## config.mk

```make
export PLATFORM = sky130hd
export DESIGN_NAME = btn_debounce_flat
export DESIGN_NICKNAME = d
export VERILOG_FILES = /design/src/rtl/btn_debounce_if.sv /design/src/rtl/btn_debounce.sv /design/src/flat_wrapper.sv
export SDC_FILE = /design/constraint.sdc
export NUM_CORES = 1
export LEC_CHECK = 0
export ABC_AREA = 0
export CORE_MARGIN = 1.5
export CORE_UTILIZATION = 30
export DETAILED_ROUTE_END_ITERATION = 12
export GPL_ROUTABILITY_DRIVEN = 0
export HOLD_SLACK_MARGIN = 0.12
export PLACE_DENSITY = 0.42
export SKIP_CTS_REPAIR_TIMING = 1
export SYNTH_ARGS = -nofsm -noshare
export SYNTH_HDL_FRONTEND = slang
export SYNTH_SLANG_ARGS = --single-unit
```

## constraint.sdc

```tcl
create_clock -name i_clk -period 5.75 [get_ports i_clk]
set_clock_uncertainty 0.1 [all_clocks]
set_input_delay 1.15 -clock i_clk [delete_from_list [all_inputs] [get_ports i_clk]]
set_output_delay 1.15 -clock i_clk [all_outputs]
set_load 0.005 [all_outputs]
```

## src/rtl/btn_debounce_if.sv

```systemverilog
// Button bundle between the raw pins and the debouncer: raw pins in,
// debounced level and press tick out. The board side is the master.
interface btn_debounce_if #(
    parameter int unsigned N_BTN = 2
);
    logic [N_BTN-1:0] btn_raw;
    logic [N_BTN-1:0] db_level;
    logic [N_BTN-1:0] db_tick;

    modport master (
        output btn_raw,
        input  db_level,
        input  db_tick
    );

    modport slave (
        input  btn_raw,
        output db_level,
        output db_tick
    );
endinterface

```

## src/rtl/btn_debounce.sv

```systemverilog
// Multi-channel push-button debouncer. Each channel runs a 2-FF synchroniser
// into a four-state dwell FSM and produces a registered level and a one-clock
// press tick. Define BTN_DB_AUTOREPEAT_EN to add periodic ticks while held.
module btn_debounce #(
    parameter int unsigned N_BTN         = 2,
    parameter int unsigned DB_CYCLES     = 1_000_000,
    parameter int unsigned REPEAT_CYCLES = 10_000_000
) (
    input  logic          i_clk,
    input  logic          i_reset,
    btn_debounce_if.slave io_btn
);
    localparam int unsigned   CW      = $clog2(DB_CYCLES);
    localparam logic [CW-1:0] DB_LOAD = CW'(DB_CYCLES - 1);

    typedef enum logic [1:0] {StZero, StWait1, StOne, StWait0} state_e;

    logic [N_BTN-1:0] r_s1;
    logic [N_BTN-1:0] r_s2;
    logic [N_BTN-1:0] r_level;
    logic [N_BTN-1:0] r_tick;
    state_e           r_state [N_BTN];
    logic [CW-1:0]    r_cnt   [N_BTN];

`ifdef BTN_DB_AUTOREPEAT_EN
    localparam int unsigned   RW       = $clog2(REPEAT_CYCLES);
    localparam logic [RW-1:0] RPT_LOAD = RW'(REPEAT_CYCLES - 1);

    logic [RW-1:0]    r_rcnt  [N_BTN];
`else
    // Keeps the repeat period referenced so both builds share one parameter list.
    logic w_unused_cfg;
    assign w_unused_cfg = ^REPEAT_CYCLES;
`endif

    assign io_btn.db_level = r_level;
    assign io_btn.db_tick  = r_tick;

    // Two-flop synchroniser for the asynchronous pins.
    always_ff @(posedge i_clk) begin
        if (i_reset) begin
            r_s1 <= '0;
            r_s2 <= '0;
        end else begin
            r_s1 <= io_btn.btn_raw;
            r_s2 <= r_s1;
        end
    end

    // Per-channel dwell FSM with registered level and tick outputs.
    always_ff @(posedge i_clk) begin
        if (i_reset) begin
            r_level <= '0;
            r_tick  <= '0;
            for (int i = 0; i < int'(N_BTN); i++) begin
                r_state[i] <= StZero;
                r_cnt[i]   <= '0;
`ifdef BTN_DB_AUTOREPEAT_EN
                r_rcnt[i]  <= '0;
`endif
            end
        end else begin
            r_tick <= '0;
            for (int i = 0; i < int'(N_BTN); i++) begin
                unique case (r_state[i])
                    StZero: begin
                        if (r_s2[i]) begin
                            r_state[i] <= StWait1;
                            r_cnt[i]   <= DB_LOAD;
                        end
                    end
                    StWait1: begin
                        // Reversal is tested first so a flip on the last dwell cycle rejects.
                        if (!r_s2[i]) begin
                            r_state[i] <= StZero;
                        end else if (r_cnt[i] == '0) begin
                            r_state[i] <= StOne;
                            r_level[i] <= 1'b1;
                            r_tick[i]  <= 1'b1;
`ifdef BTN_DB_AUTOREPEAT_EN
                            r_rcnt[i]  <= RPT_LOAD;
`endif
                        end else begin
                            r_cnt[i] <= r_cnt[i] - 1'b1;
                        end
                    end
                    StOne: begin
                        if (!r_s2[i]) begin
                            r_state[i] <= StWait0;
                            r_cnt[i]   <= DB_LOAD;
                        end
`ifdef BTN_DB_AUTOREPEAT_EN
                        // Repeat timer runs on every cycle spent in StOne.
                        if (r_rcnt[i] == '0) begin
                            r_tick[i] <= 1'b1;
                            r_rcnt[i] <= RPT_LOAD;
                        end else begin
                            r_rcnt[i] <= r_rcnt[i] - 1'b1;
                        end
`endif
                    end
                    StWait0: begin
                        if (r_s2[i]) begin
                            r_state[i] <= StOne;
                        end else if (r_cnt[i] == '0) begin
                            r_state[i] <= StZero;
                            r_level[i] <= 1'b0;
                        end else begin
                            r_cnt[i] <= r_cnt[i] - 1'b1;
                        end
                    end
                    default: r_state[i] <= StZero;
                endcase
            end
        end
    end
endmodule

```

## src/flat_wrapper.sv

```systemverilog
// flat-port wrapper written by rule: the top's interface ports become plain ports
module btn_debounce_flat 
#(
    parameter int unsigned N_BTN         = 2,
    parameter int unsigned DB_CYCLES     = 1_000_000,
    parameter int unsigned REPEAT_CYCLES = 10_000_000
)
  (i_clk, i_reset, io_btn_btn_raw, io_btn_db_level, io_btn_db_tick);
  btn_debounce_if #(.N_BTN(N_BTN)) io_btn_i ();
  input  logic i_clk;
  input  logic i_reset;
  input wire logic [$bits(io_btn_i.btn_raw)-1:0] io_btn_btn_raw;
  output wire logic [$bits(io_btn_i.db_level)-1:0] io_btn_db_level;
  output wire logic [$bits(io_btn_i.db_tick)-1:0] io_btn_db_tick;
  assign io_btn_i.btn_raw = io_btn_btn_raw;
  assign io_btn_db_level = io_btn_i.db_level;
  assign io_btn_db_tick = io_btn_i.db_tick;
  btn_debounce #(.N_BTN(N_BTN), .DB_CYCLES(DB_CYCLES), .REPEAT_CYCLES(REPEAT_CYCLES)) u_core (.i_clk(i_clk), .i_reset(i_reset), .io_btn(io_btn_i));
endmodule
```

# Word level (Yosys, flattened, before mapping)
# Memories as Yosys holds them, arrays and structs flattened.
# Cells that the tools add are included.
dict set report word_totals {
  ff_bits 8
  ramBits 44
  input_bits 4
  output_inout_bits 4
  wordCells 147
  mem_count 2
}
dict set report op_classes {
  addsub 2
  n_eq_ne 14
  mux 96
  bitwise_logic 20
  reduce_logical 8
}
# memory words width read_ports rd_clocked_by_memory_dff wr line_no
set memory_table {}
lappend memory_table {u_core.r_cnt 2 20 2 0 2 btn_debounce.sv:23} ;# logic [CW-1:0] r_cnt [N_BTN];
lappend memory_table {u_core.r_state 2 2 2 0 2 btn_debounce.sv:22} ;# state_e r_state [N_BTN];
# cell count
set ops {}
lappend ops {{$mux 20} 8}
lappend ops {{$mux 1} 74}
lappend ops {{$logic_not 20->1} 2}
lappend ops {{$sub 20x1->20 const B} 2}
lappend ops {{$mux 2} 12}
lappend ops {{$or 1x1->1} 20}
lappend ops {{$ne 2x1->1 const B} 6}
lappend ops {{$reduce_and 5->1} 2}
lappend ops {{$eq 2x2->1 const B} 4}
lappend ops {{$eq 2x1->1 const B} 2}
lappend ops {{$logic_not 2->1} 2}
lappend ops {{$ne 2x2->1 const B} 2}
lappend ops {{$pmux 1 s2} 2}
lappend ops {{$reduce_bool 2->1} 2}

# Longest topological paths before layout
# Gate-level depths: netlist (run 1).
# An unclocked memory read counts as a cell.
dict set report logic_depth {
  word_depth 11
  mapped_depth 9
  mapped_depth_nobuf 7
}

# Worst setup path after synthesis (run 1)
# OpenSTA, ideal clock, no wires.
dict set report synth_path {
  kind {input port to flip-flop}
  start {in i_reset}
  end {mem u_core.r_cnt[1][0] in the netlist's numbering, enable pin}
  setup_time_ns 0.376
  arrival_time_ns 2.111
  t_required_ns 5.274
  path_slack_ns 3.164
  cell_stages 3
  path_buffers 2
  cell_sequence {bufbuf_16 > clkbuf_1 > a21o_1}
}
# item line_no
set synth_lines {}
lappend synth_lines {{from (decl)} flat_wrapper.sv:11} ;# input logic i_reset;
lappend synth_lines {{to (decl)} btn_debounce.sv:23}

==> flow_summary.ini, run 1 <==
[outcome]
status = complete, no violations

[power]
p_leak_nw = 1.01
swShare = 0.375
switching_power_mw = 0.547
p_int_mw = 0.911
power_density_mw_per_mm2 = 459
vdd_ir_drop_max_mv = 0.162
power_frac_clock = 0.177
p_comb_frac = 0.328
p_seq_frac = 0.495

[sta]
max_clock_freq_mhz = 326
tightest_slew_ns = 0.822
slew-limit-headroom = 0.452
slew_viol_final = 0
finalHoldViolations = 0
fin_setup_tns_ns = 0
finalCriticalPeriod_ns = 3.07
fin_crit_sh = 0.533
rsz0062_at_grt = false
hold_ws_ns = 0.343
setup_viol = 0

[logic_synthesis]
syn-mean-instance-area_um2 = 10.7
yosysWarningCount = 0
ys_seq_area_frac = 0.508
syn_inst = 273
ys_seq_elements = 52
synth.distinct_cells = 54
async_flop_share = 0
synth_edf_count = 44
synth_nets = 280
synth_area_mm2 = 0.00292
yosys_most_used_dff = edfxtp_1

[critical_path]
startpoint_type = register
worstSetupStartpoint = u_core.r_cnt[0][6]
arrival_ns = 3.01
worstSetupPathType = reg2reg
reg2reg_slack_ns = 2.68
setup.worst_path.end = u_core.r_cnt[1][19]
r2r-start = u_core.r_cnt[0][6]
crit_required_ns = 5.69
crit_fanout = 13
end_kind = register
reg2regPathDepth = 5
rr_endpoint = u_core.r_cnt[1][19]

[cts]
htreeDepth = 2
clk_latency_ns = 0.31
clkSinkCount = 52
cts.path.max_buffers = 2
cts_root_buf = clkbuf_8
cts_tree = done
cts_buffers = 5
path_clk_slew_ns = 0.11

[routing]
dr_total_vias = 1965
drc = 0
avgRoutedWirePerCell_um = 13.7
drt_iter0_drc = 98
drtPass1Iterations = 4
drt_wl_total_um = 5590
routed_via_density = 4.83
ant_nets = 0

[global_route]
grt-ovfl-total = 0
top_usage_layer = met1
grtUsageMet1 = 0.182
grt_pass1_vias = 1885
use_met2 = 0.173
track_usage = 0.121
grt_max_degree = 21
antenna_found_initial = 0
grt_pass1_wl_um = 9750
gr-usage-met3 = 0.0283

[finish]
drive_above_1_share = 0.108
final_common_cell = edfxtp_1
n_antenna_cell = 0
final_area_mm2 = 0.00317
area_growth_pct = 8.70
final_cell_mix = edfxtp_1 (44), nor2_1 (31), a21oi_1 (28), xnor2_1 (23), nand2_1 (15)
nets = 284

[floorplan]
coreArea_mm2 = 0.00933
io_pins = 8
fp.dieArea_mm2 = 0.0103
die_x_um = 102
die_y_um = 102
start_util = 0.313
num_rows = 35

[job]
maxCapViolCount = 0

[min_path]
hp-class = reg2reg

[placed_design]
io_buffers = 7
place_hpwl_um = 3710
place_area_mm2 = 0.00306
synth_stat cells, drive strengths merged (2+ instances only):
cell type / n / share of area
nor3: 13 / 0.022
nand4: 2 / 0.0043
o31ai: 2 / 0.0051
o211ai: 2 / 0.0051
nand2: 15 / 0.019
a211oi: 2 / 0.0051
a31o: 2 / 0.0060
buf: 5 / 0.012
xor2: 8 / 0.024
xnor2: 23 / 0.069
or3: 6 / 0.014
or2: 5 / 0.011
o21a: 3 / 0.0077
nand3: 3 / 0.0069
clkbuf: 5 / 0.010
o21ai: 8 / 0.018
a21oi: 28 / 0.048
inv: 6 / 0.0077
edfxtp: 44 / 0.45
nor2b: 7 / 0.015
mux2i: 2 / 0.0069
ha: 3 / 0.013
or4b: 3 / 0.012
nand2b: 2 / 0.0043
nor4: 9 / 0.019
or4: 7 / 0.019
dfxtp: 8 / 0.055
a21o: 3 / 0.0081
nor4b: 3 / 0.016
nor3b: 2 / 0.0069
a31oi: 4 / 0.0086
nor2: 31 / 0.040
critical path, stage by stage, from the launching register on:
cell and delay [ns]:
edfxtp_1 0.45, or4_1 0.63, nor4b_4 0.69, a31o_2 0.45, and3_2 0.39, a21oi_1 0.07
cell families after synthesis:
logic type                 synth area share
muxes                               0.00686
DFF                                   0.508
xor gates and xnor gates             0.0930
adders and majority gates            0.0129
buffers and inverters                0.0407
AOI/OAI and AO/OA                     0.118
and+or+nand+nor                       0.221
worst min-delay path by stage:
stage	start	end	slack (ns)	cells after the start
finish	u_core.r_s1[1]	u_core.r_s2[1]	0.34	1
global route	u_core.r_s1[0]	u_core.r_s2[0]	0.37	1
CTS	u_core.r_s1[1]	u_core.r_s2[1]	0.35	1
detailed placement	u_core.r_s1[1]	u_core.r_s2[1]	0.32	1
global placement	u_core.r_s1[1]	u_core.r_s2[1]	0.32	1
floorplan	u_core.r_s1[0]	u_core.r_s2[0]	0.31	1
metrics by stage:
stage	total power, mW	utilization	instances	setup WS (ns)
floorplan	1.10	-	273	3.16
global placement	1.21	0.328	399	2.43
detailed placement	1.21	0.328	399	2.41
CTS	1.47	0.340	407	2.69
global route	1.58	0.340	407	2.51
finish	1.46	0.340	407	2.68
layout make-up:
cell class,count,area (um^2)
Clock inverter,3,42.5
Sequential cell,52,1480
Tap cell,129,161
Timing Repair Buffer,8,77.6
Multi-Input combinational cell,204,1320
Fill cell,927,6150
Clock buffer,5,68.8
Inverter,6,22.5
power groups by stage:
stage	clock network (mW)	logic, mW	registers [mW]
2_1_floorplan	0	0.413	0.688
3_3_place_gp	0	0.483	0.729
3_5_place_dp	0	0.481	0.729
4_1_cts	0.269	0.484	0.721
5_1_grt	0.285	0.543	0.750
6_report	0.258	0.478	0.721
sequential cells by signal, summed over array words and instances, names as in the netlist:
signal / flops
u_core.io_btn.db_level: 2
u_core.r_s1: 2
u_core.r_cnt: 40
u_core.r_state: 4
u_core.io_btn.db_tick: 2
u_core.r_s2: 2
per-layer routing:
metal,up-vias,routed length [um]
met4,0,72
met2,16,2400
met5,-,0
met1,932,2980
li1,1012,-
met3,5,141
No activity file was read; power rests on OpenSTA's default activity.
==> run 2: changes to the inputs <==
Settings changed: PLACE_DENSITY 0.42 to 0.43.
Clock period 5.75 ns to 2.6 ns, I/O delays scaled along.
==> run 2 against run 1 <==
Routed wire length grew 4.8%. Power grew 130%. Critical path depth grew 1. Cell count grew 6.9%. Global-route usage grew 0.19 points. Core utilization grew 2.5 points. Clock-buffer cell count grew 3. First-iteration DRC count grew 7.1%. Die area is the same. Clock power grew 100%. Critical path type unchanged.
==> flow_summary.ini, run 2 (synthesis results as in run 1) <==
[critical_path]
reg2regPathDepth = 6
rr_endpoint = u_core.r_cnt[1][8]
setup.worst_path.end = u_core.r_cnt[1][8]
r2r-start = u_core.r_cnt[1][13]
startpoint_type = register
worstSetupStartpoint = u_core.r_cnt[1][13]
crit_required_ns = 2.56
arrival_ns = 2.44
end_kind = register
reg2reg_slack_ns = 0.12
crit_fanout = 20
worstSetupPathType = reg2reg

[cts]
cts_buffers = 5
clk_latency_ns = 0.31
cts_root_buf = clkbuf_8
path_clk_slew_ns = 0.10
cts_tree = done
htreeDepth = 2
clkSinkCount = 52
cts.path.max_buffers = 2

[global_route]
grt-ovfl-total = 0
antenna_found_initial = 0
grt_pass1_vias = 2108
grt_max_degree = 21
grt_pass1_wl_um = 10000
track_usage = 0.123

[power]
power_density_mw_per_mm2 = 999
vdd_ir_drop_max_mv = 0.320
p_leak_nw = 1.15

[finish]
fillCellCount = 944
regMostFlops = u_core.r_cnt
nets = 312
reg.largest.list = u_core.r_cnt: 40 flops, u_core.r_state: 4 flops
n_antenna_cell = 0
final_cell_mix = edfxtp_1 (44), nor2_1 (31), a21oi_1 (28), buf_4 (28), xnor2_1 (23)
stdcell_count = 435
largest_register_ffs = 40
drive_above_1_share = 0.196
final_common_cell = edfxtp_1
final_core_util = 0.366
area_growth_pct = 16.8

[routing]
dr_total_vias = 2109
drt_iter0_drc = 105
avgRoutedWirePerCell_um = 13.5
routed_via_density = 4.85
drtPass1Iterations = 4
drt_wl_total_um = 5860
ant_nets = 0
drc = 0

[min_path]
hp-class = reg2reg

[sta]
setup_viol = 0
rsz0062_at_grt = false
tightest_slew_ns = 0.487
finalHoldViolations = 0
slew_viol_final = 0
finalCriticalPeriod_ns = 2.48
slew-limit-headroom = 0.673
fin_crit_sh = 0.954
max_clock_freq_mhz = 403

[placed_design]
place_hpwl_um = 4050
io_buffers = 7
place_inst = 427

[floorplan]
num_rows = 35
fp.dieArea_mm2 = 0.0103
io_pins = 8
die_x_um = 102
coreArea_mm2 = 0.00933
start_util = 0.313
die_y_um = 102

[outcome]
status = complete, no violations

[job]
maxCapViolCount = 0
## run 2: metrics by stage
| step | power [mW] | worst slack (ns) | setup TNS (ns) | hold slack [ns] | area, um^2 |
|---|---|---|---|---|---|
| after floorplan | 2.43 | 0.0338 | 0 | 0.314 | 2920 |
| after detailed placement | 2.87 | 0.0189 | 0 | 0.327 | 3280 |
| final | 3.40 | 0.120 | 0 | 0.347 | 3410 |
| after CTS | 3.42 | -0.00582 | -0.00582 | 0.351 | 3390 |
| after global placement | 2.88 | 0.0620 | 0 | 0.324 | 3280 |
| after global routing | 3.68 | 0.0192 | 0 | 0.363 | 3410 |
## run 2: per-layer routing
metal  vias up  routed length [um]  global-route usage  share of wire
met2        18                2640               0.197           0.45
met3         4                  96              0.0186          0.016
met4         0                  70              0.0417          0.012
li1       1071                   -                   -              -
met5         -                   0                   0              0
met1      1016                3050               0.171           0.52
## run 2: area by class of cell
type | count | area, um^2 | share of cell area
Sequential cell | 52 | 1480 | 0.434
Timing Repair Buffer | 36 | 300 | 0.0881
Tap cell | 129 | 161 | 0.0473
Multi-Input combinational cell | 204 | 1340 | 0.394
Inverter | 6 | 22.5 | 0.00661
Clock buffer | 8 | 101 | 0.0297
## run 2: power breakdown
part | switching [mW] | leakage (nW) | internal [mW] | total, mW
sequential | 0.242 | 0.536 | 1.28 | 1.52
combinational | 0.732 | 0.568 | 0.626 | 1.36
clock | 0.272 | 0.0506 | 0.250 | 0.523
## run 2: how the worst min path moves through the flow
stage          slack [ns]              to  cells after the start            from
2_1_floorplan        0.31  u_core.r_s2[0]                      1  u_core.r_s1[0]
3_3_place_gp         0.32  u_core.r_s2[0]                      1  u_core.r_s1[0]
3_5_place_dp         0.33  u_core.r_s2[0]                      1  u_core.r_s1[0]
4_1_cts              0.35  u_core.r_s2[0]                      1  u_core.r_s1[0]
5_1_grt              0.36  u_core.r_s2[0]                      1  u_core.r_s1[0]
6_report             0.35  u_core.r_s2[0]                      1  u_core.r_s1[0]
## run 2: worst max-delay path: stages (launching register included)
cell	delay, ns
edfxtp_1	0.40
or4_4	0.58
or4b_4	0.54
nor2_1	0.15
nand2_1	0.09
a21o_1	0.21
buf_12	0.16
==> run 3: changes to the inputs <==
Settings changed: CELL_PAD_IN_SITES_DETAIL_PLACEMENT set to 1, CELL_PAD_IN_SITES_GLOBAL_PLACEMENT set to 1, PLACE_DENSITY 0.43 to 0.5, SLEW_MARGIN set to 15.
Clock period 2.6 ns to 3.1 ns, I/O delays scaled along.
==> run 3 against run 2 <==
Worst setup slack improved by 0.24 ns. Critical path depth rose by 1. Worst hold slack barely moved. Clock power fell by 25%. First-iteration DRC count fell by 41%. Cell area fell by 5.9%. Register-to-register slack improved by 0.24 ns. Via count fell by 3.9%. Flip-flop and latch count did not move. Core utilization fell by 2.1 points. Highest routed layer unchanged.
==> flow_summary.ini, run 3 (synthesis results as in run 1) <==
[critical_path]
crit_fanout = 11
rr_endpoint = u_core.r_cnt[1][2]
startpoint_type = register
crit_slowest_cell = or4b_4
crit_required_ns = 3.04
worstSetupStartpoint = u_core.r_cnt[1][0]
reg2regPathDepth = 7
crit_path_max_incr_delay_ns = 0.56
setup.worst_path.end = u_core.r_cnt[1][2]
arrival_ns = 2.68
cp_cell_sequence = inv_1 > ha_1 > nor4b_1 > or4b_4 > o21ai_4 > and3_2 > a21oi_1
worstSetupPathType = reg2reg
end_kind = register
reg2reg_slack_ns = 0.36
r2r-start = u_core.r_cnt[1][0]

[floorplan]
start_util = 0.313
fp.dieArea_mm2 = 0.0103
die_x_um = 102
coreArea_mm2 = 0.00933
die_y_um = 102
io_pins = 8
num_rows = 35

[routing]
drc = 0
ant_nets = 0
dr_total_vias = 2027
avgRoutedWirePerCell_um = 14.6
routed_via_density = 4.88
drt_iter0_drc = 62
drtPass1Iterations = 4
drt_wl_total_um = 6060

[finish]
final_cell_mix = edfxtp_1 (44), nor2_1 (31), a21oi_1 (28), xnor2_1 (23), nand2_1 (15)
n_antenna_cell = 0
drive_above_1_share = 0.129
area_growth_pct = 9.94
regMostFlops = u_core.r_cnt
reg.largest.list = u_core.r_cnt: 40 flops, u_core.r_state: 4 flops
largest_register_ffs = 40
final_core_util = 0.344
nets = 292
final_common_cell = edfxtp_1

[sta]
max_clock_freq_mhz = 365
setup_viol = 0
fin_crit_sh = 0.883
slew_viol_final = 0
fin_ws_ns = 0.363
rsz0062_at_grt = false
finalCriticalPeriod_ns = 2.74
slew-limit-headroom = 0.520
finalHoldViolations = 0
fin_setup_tns_ns = 0
tightest_slew_ns = 0.714

[outcome]
status = complete, no violations

[cts]
cts_tree = done
htreeDepth = 2
cts_root_buf = clkbuf_8
clk_latency_ns = 0.30
clkSinkCount = 52
path_clk_slew_ns = 0.10
cts_buffers = 5
cts.path.max_buffers = 2

[global_route]
track_usage = 0.130
grt_max_degree = 21
grt-ovfl-total = 0
antenna_found_initial = 0
grt_pass1_vias = 2057
grt_pass1_wl_um = 10400

[power]
p_leak_nw = 1.03
power_density_mw_per_mm2 = 831
vdd_ir_drop_max_mv = 0.331

[job]
maxCapViolCount = 0

[min_path]
hp-class = reg2reg
min_from = u_core.r_s1[1]

[placed_design]
dp_slack_ns = 0.339
io_buffers = 7
place_hpwl_um = 4300
run 3: how the worst min path moves through the flow:
stage                          end  slack [ns]  cells past startpoint
global route        u_core.r_s2[1]        0.36                      1
CTS                 u_core.r_s2[1]        0.35                      1
global placement    u_core.r_s2[0]        0.32                      1
floorplan           u_core.r_s2[0]        0.31                      1
detailed placement  u_core.r_s2[1]        0.33                      1
finish              u_core.r_s2[1]        0.35                      1
run 3: critical path, delay by kind of cell, from the launching register on:
| family | cells | cell delay, ns |
|---|---|---|
| and+or+nand+nor | 3 | 1.28 |
| buffers and inverters | 1 | 0.12 |
| AOI/OAI and AO/OA | 2 | 0.36 |
| DFF | 1 | 0.46 |
| adders and majority gates | 1 | 0.15 |
run 3: layout make-up:
cell class	instances	area, um^2
Fill cell	1059	6120
Sequential cell	52	1480
Multi-Input combinational cell	204	1320
Tap cell	129	161
Timing Repair Buffer	16	138
Clock buffer	5	68.8
Inverter	6	22.5
Clock inverter	3	18.8
run 3: power by group:
part	switching, mW	leakage [nW]	total, mW	internal (mW)
Sequential	0.261	0.536	1.34	1.08
Clock	0.237	0.0378	0.394	0.157
Combinational	0.534	0.457	0.933	0.399
run 3: stage by stage:
| stage | hold WS, ns | cell area (um^2) | cells | total power, mW |
|---|---|---|---|---|
| after global placement | 0.320 | 3120 | 407 | 2.29 |
| after global routing | 0.362 | 3210 | 415 | 2.89 |
| final | 0.347 | 3210 | 415 | 2.67 |
| after floorplan | 0.314 | 2920 | 273 | 2.04 |
| after detailed placement | 0.328 | 3120 | 407 | 2.31 |
| after CTS | 0.355 | 3210 | 415 | 2.72 |
run 3: per-layer routing:
layer  global-route usage  share of wire  vias up
met5                    0              0        -
met4               0.0353         0.0091        0
met3               0.0228          0.014        4
met2                0.202           0.45       15
met1                0.187           0.53      981
li1                     -              -     1027
